`src/rtl/fetch_unit.sv`:
```
// fetch_unit: MIPS instruction-fetch stage.
// Holds the PC, presents it to a combinational instruction memory and registers
// the fetched word, its PC and PC+4 into the IF/ID register. It supports stall,
// branch/jump redirect with flush, and a halt detector that freezes fetch until
// the next redirect or reset.
module fetch_unit #(
   parameter int                 ADDR_W     = 32,
   parameter int                 DATA_W     = 32,
   parameter logic [ADDR_W-1:0]  RESET_PC   = '0,
   // Typing the parameter as DATA_W bits truncates or zero-extends any override.
   parameter logic [DATA_W-1:0]  HALT_INSTR = DATA_W'(32'hFFFF_FFFF)
) (
   input  logic              clk,
   input  logic              reset,
   input  logic              i_stall,
   input  logic              i_redirect,
   input  logic [ADDR_W-1:0] i_redirect_pc,
   output logic [ADDR_W-1:0] o_imem_addr,
   input  logic [DATA_W-1:0] i_imem_rdata,
   output logic [DATA_W-1:0] o_instr,
   output logic [ADDR_W-1:0] o_pc,
   output logic [ADDR_W-1:0] o_next_pc,
   output logic              o_valid,
   output logic              o_halted
);

   typedef enum logic {
      RUN  = 1'b0,
      HALT = 1'b1
   } state_t;

   state_t            state;
   logic [ADDR_W-1:0] pc;
   logic [ADDR_W-1:0] pc_plus4;
   logic [ADDR_W-1:0] redirect_target;

   // Sequential PC; the all-ones aligned address wraps naturally to zero.
   assign pc_plus4        = pc + ADDR_W'(4);
   // Targets are word aligned: the two low bits of the request are dropped.
   assign redirect_target = {i_redirect_pc[ADDR_W-1:2], 2'b00};

   // The memory address is the only combinational output.
   assign o_imem_addr = pc;
   assign o_halted    = (state == HALT);

   // PC, IF/ID register and halt FSM, updated in strict priority order.
   // NOTE: non-blocking assignments so every register samples pre-edge values;
   // branches that assign nothing simply hold, which is a flop, not a latch.
   always_ff @(posedge clk) begin
      if (reset) begin
         pc        <= RESET_PC;
         state     <= RUN;
         o_instr   <= '0;
         o_pc      <= '0;
         o_next_pc <= '0;
         o_valid   <= 1'b0;
      end else if (i_redirect) begin
         // Flush: bubble in IF/ID, its PC fields keep their last values.
         pc      <= redirect_target;
         state   <= RUN;
         o_instr <= '0;
         o_valid <= 1'b0;
      end else if (i_stall) begin
         // Hazard hold: PC, IF/ID and FSM all keep their values.
      end else if (state == HALT) begin
         // Frozen: PC stays on the halt word, IF/ID keeps emitting bubbles.
         o_instr <= '0;
         o_valid <= 1'b0;
      end else begin
         o_instr   <= i_imem_rdata;
         o_pc      <= pc;
         o_next_pc <= pc_plus4;
         o_valid   <= 1'b1;
         if (i_imem_rdata == HALT_INSTR) begin
            // Halt word passes down the pipe once; PC parks on its address.
            state <= HALT;
         end else begin
            pc <= pc_plus4;
         end
      end
   end

endmodule
```
`config.mk`:
```
export PLATFORM = sky130hd
export DESIGN_NAME = fetch_unit
export DESIGN_NICKNAME = d
export VERILOG_FILES = /design/src/rtl/fetch_unit.sv
export SDC_FILE = /design/constraint.sdc
export NUM_CORES = 1
export LEC_CHECK = 0
export ABC_AREA = 1
export CAP_MARGIN = 40
export CELL_PAD_IN_SITES_DETAIL_PLACEMENT = 0
export CELL_PAD_IN_SITES_GLOBAL_PLACEMENT = 1
export CORE_MARGIN = 3
export CORE_UTILIZATION = 34
export CTS_CLUSTER_DIAMETER = 80
export CTS_CLUSTER_SIZE = 40
export DETAILED_ROUTE_END_ITERATION = 16
export PLACE_DENSITY_LB_ADDON = 0.1
export SYNTH_ARGS = -nofsm -noshare
export SYNTH_HDL_FRONTEND = slang
export SYNTH_SLANG_ARGS = --single-unit
```
`constraint.sdc`:
```
create_clock -name clk -period 4.6 [get_ports clk]
set_input_delay 0.46 -clock clk [delete_from_list [all_inputs] [get_ports clk]]
set_output_delay 0.46 -clock clk [all_outputs]
set_load 0.01 [all_outputs]
```
* Yosys cells after proc, flatten, opt, wreduce, memory -nomap -nowiden
Index checks and enable logic that the tools add are counted.
Operators by class: add/sub/neg operators 1, equal/unequal tests 4, multiplexer cells 8, bitwise operators 4, reductions and logical operators 4
Operator list (number):
- $mux 32 | 5
- $add 32x3->32 const B | 1
- $eq 32x32->1 const B | 1
- $reduce_and 3->1 | 3
- $ne 2x2->1 const B | 2
- $not 1->1 | 4
- $mux 1 | 3
- $ne 2x1->1 const B | 1
- $reduce_or 2->1 | 1
Word-level totals: register bits after elaboration 130, input port bits 68, output and inout port bits 130, word-level logic and storage cells 28

* Longest topological paths before layout
depth after elaboration 5, depth in mapped cells 11, depth with buffers taken out 11

* Worst setup path after synthesis
No wires, ideal clock.
kind register to register, start register pc[2] (netlist: o_imem_addr[2]), end register pc[26] (netlist: o_imem_addr[26]), setup time 0.128 ns, data arrival time 1.457 ns, required time 4.472 ns, path slack 3.015 ns, stages on the path, launching flop included 11, buffers on the path 0, clock period less this slack 1.585 ns, cell sequence dfxtp_1 -> ha_1 -> nand2_2 -> nor2_2 -> nand2_2 -> nor2_4 -> nand3_1 -> nand2_1 -> nor2_1 -> nor2_1 -> nor2_1
Between the ends: longest elaborated chain between the ends 5
RTL lines:
- start, declared | line 33 | logic [ADDR_W-1:0] pc;
- start signal, assigned | line 59 | pc <= redirect_target;
- start signal, assigned | line 78 | pc <= pc_plus4;
- $add 32x3->32 | line 38 | assign pc_plus4 = pc + ADDR_W'(4);
- $mux 32 | line 74 | if (i_imem_rdata == HALT_INSTR) begin
- $mux 32 | line 65 | end else if (state == HALT) begin
- $mux 32 | line 63 | end else if (i_stall) begin
- $mux 32 | line 57 | end else if (i_redirect) begin
Every way passes these cells. The select of a mux whose other input is x is not followed. A chain may end at the register's enable or synchronous reset.

* Worst setup path after layout
start input port i_stall, end register pc[4] (netlist: o_imem_addr[4])
Between the ends: longest elaborated chain between the ends 2
RTL lines:
- start, declared | line 15 | input logic i_stall,
- $ne 2x1->1 (no line)
- $reduce_and 3->1 (no line)
Every way passes these cells.

==> flow_summary.ini <==
[synth]
yosys.area.top_type_share_pct = 42.91
synth_cell_types = 37
ys.warnings.count = 0
syn_area_per_cell_um2 = 6.783
synth_cells = 853
yosysSeqAreaShare_pct = 42.91
synth_top_area_cell = dfxtp_1
synth_seq_cells = 124
synth_area_leaders = dfxtp_1 (43%), nand2_1 (17%), nor2_1 (7.9%), a21oi_1 (6.2%), nand3_1 (4.8%)
synth_area_mm2 = 0.005786

[clock_tree]
cts_tree = yes
clk_pin_slew_ns = 0.06
cts_buffer_depth = 2
clock_sinks = 124
cts_resized = 0
hold_buffers = 0
cts_setup_buffers = 0
htree_levels = 4
cts_root_buffer = clkbuf_16
cts_buffers = 17
clock_latency_ns = 0.42

[critical_path]
ff2ff_path_depth = 7
critical_path_required_ns = 4.95
regToRegEndpoint = o_imem_addr[4]$_SDFFE_PP0P_
path_max_fanout = 42
startpoint_type = input pin
critPathLaunch = i_stall
crit_arrival_ns = 3.12
path_class = in -> reg
reg2reg_slack_ns = 2.23
reg2reg_from = o_halted$_SDFFE_PP0N_
setup.worst_path.end_class = flip-flop
crit_path_end = o_imem_addr[4]$_SDFFE_PP0P_

[timing]
max_freq_ghz = 0.3609
period_share_pct = 60.24
rsz0062_at_grt = no
setup_viol = 0
hold_viol_final = 0
fin_skew_ns = 0.006490
tightest_slew_ns = 0.7028
drv_slew = 0
fin_tns_setup_ns = 0
layout_min_cycle_time_ns = 2.771
relSlewSlack_pct = 53.00

[routing]
routed_wl_um = 19510
drtPass1Iterations = 5
drt_iter0_drc = 423
drt-met1-wl_um = 9898
highest_layer = met4
drc_errors = 0
wire_per_inst_um = 15.52
drtAntennaViolNets = 0
routed_via_density = 4.686
dr_wl_met3_um = 1453
num_vias = 5890
met2_length_um = 7990

[global_route]
antenna_found_initial = 0
track_usage_pct = 21.57
grt_overflow_total = 0
grt_max_degree = 55
grt_pass1_vias = 5372
grt_pass1_wl_um = 30810

[floorplanning]
start_util_pct = 34.76
core_mm2 = 0.01664
die_w_um = 136.4
io-pin-count = 198
rows = 47
dieArea_mm2 = 0.01862
die_h_um = 136.4

[finish]
final_core_util_pct = 50.42
n_fill_cell = 1718
n_antenna_cell = 0
layout.nets = 1093
drive_gt1_share_pct = 6.075
areaGrowthSynthToFinish_pct = 45.03

[placed_design]
gp_congestion = 0.8078
portBuffers = 189
hpwl_um = 13970

[min_path]
hp-class = reg -> reg

[status]
status = completed

[job]
drv_cap = 0

[pwr]
ir_worst_vdd_mv = 0.2636
power_per_cell_area_mw_per_mm2 = 358.8
cellLeakagePower_uw = 0.003386
registers in the layout, summed over array words and instances, names as in the netlist:
signal,count
o_halted,1
o_imem_addr,30
o_instr,32
o_next_pc,30
o_pc,30
o_valid,1
stage by stage:
step / total power (uW) / worst slack (ns) / cells / instance area (um2) / hold WS [ns]
final: 3011 / 1.829 / 1257 / 8391 / 0.4609
after global routing: 3142 / 1.555 / 1257 / 8391 / 0.4759
after CTS: 3041 / 1.795 / 1257 / 8391 / 0.4641
after detailed placement: 1609 / 1.367 / 1225 / 7760 / 0.4552
after global placement: 1609 / 1.367 / 1225 / 7760 / 0.4455
after floorplan: 1388 / 3.015 / 858 / 5804 / 0.4805
critical path, cell delays in order:
cell and delay, ns:
clkdlybuf4s50_1 0.40, buf_4 0.27, nor2_8 0.50, inv_2 0.14, nor2_8 0.45, inv_2 0.39, nor3_2 0.24, a22oi_1 0.09
a21oi_1 0.15
placed cells by master (no fill, tap or decap), drive strengths merged:
| master | count |
|---|---|
| bufinv | 3 |
| clkinvlp | 2 |
| conb | 6 |
| o211ai | 17 |
| nand4 | 1 |
| nand3 | 58 |
| a21oi | 72 |
| a31oi | 4 |
| nor3 | 2 |
| o21ai | 50 |
| ha | 1 |
| o21bai | 4 |
| o21ba | 1 |
| clkbuf | 23 |
| clkdlybuf4s50 | 189 |
| nor2 | 132 |
| xnor2 | 4 |
| inv | 62 |
| and2 | 1 |
| a22oi | 1 |
| nand2 | 265 |
| dfxtp | 124 |
| xor2 | 1 |
| clkinv | 4 |
| buf | 8 |
| nand3b | 2 |
power by group:
group	switching, uW	total (uW)	internal (uW)	leakage [uW]
clock	500	1420	925	0.000306
combinational	204	403	199	0.00206
sequential	51.4	1180	1130	0.00102
total	755	3010	2260	0.00339
worst min path at each step:
stage	start	endpoint	depth (start not counted)	slack (ns)
floorplan	o_instr[3]$_SDFFE_PP0N_	o_instr[3]$_SDFFE_PP0N_	2	0.48
global placement	o_instr[3]$_SDFFE_PP0N_	o_instr[3]$_SDFFE_PP0N_	2	0.45
detailed placement	o_instr[0]$_SDFFE_PP0N_	o_instr[0]$_SDFFE_PP0N_	2	0.46
CTS	o_instr[0]$_SDFFE_PP0N_	o_instr[0]$_SDFFE_PP0N_	2	0.46
global route	o_instr[27]$_SDFFE_PP0N_	o_instr[27]$_SDFFE_PP0N_	2	0.48
finish	o_instr[26]$_SDFFE_PP0N_	o_instr[26]$_SDFFE_PP0N_	2	0.46
cell families (layout without fill, tap and decap cells):
| kind of cell | Yosys count | count (layout) | synth area share [%] |
|---|---|---|---|
| buf+inv | 112 | 291 | 8.715 |
| other cells | 1 | 6 | 0.06482 |
| compound gates | 149 | 149 | 14.01 |
| flops | 124 | 124 | 42.91 |
| fa+ha+maj | 1 | 1 | 0.2162 |
| xor+xnor | 5 | 5 | 0.7569 |
| simple gates | 461 | 461 | 33.33 |
synthesized netlist by cell type:
| cell | count |
|---|---|
| xor2_1 | 1 |
| buf_2 | 16 |
| buf_4 | 12 |
| o211ai_1 | 17 |
| nor2_8 | 2 |
| clkbuf_1 | 19 |
| nand3_2 | 1 |
| o21ai_0 | 46 |
| inv_1 | 59 |
| nand2_1 | 258 |
| ha_1 | 1 |
| a21oi_1 | 72 |
| nor2_4 | 2 |
| o21ai_1 | 4 |
| and2_1 | 1 |
| a22oi_1 | 1 |
| nor3_1 | 1 |
| nand3b_1 | 2 |
| conb_1 | 1 |
| inv_2 | 2 |
| o21bai_1 | 4 |
| nand3_1 | 56 |
| nor3_2 | 1 |
| nor2_2 | 7 |
| buf_8 | 1 |
| xnor2_1 | 4 |
| buf_1 | 1 |
| nand2_2 | 6 |
| nand4_1 | 1 |
| dfxtp_1 | 124 |
| nand2_4 | 1 |
| nor2_1 | 121 |
| clkinv_1 | 1 |
| nand3_4 | 1 |
| buf_6 | 1 |
| o21ba_2 | 1 |
| a31oi_1 | 4 |
final cells by class:
type,count,area (um2),share of cell area [%]
multi-input combinational,622,2818,33.58
sequential,124,2482,29.59
timing repair buffer,197,1952,23.26
clock buffer,23,498.0,5.935
tap,220,275.3,3.281
inverter,62,232.7,2.774
clock inverter,9,132.6,1.581
layer usage:
layer  global-route usage [%]  vias up
li1                         -     3065
met1                    32.70     2639
met2                    29.72      174
met3                    6.329       12
met4                    5.207        0
met5                        0        -
Note: power is estimated with default switching activity, not from simulation.
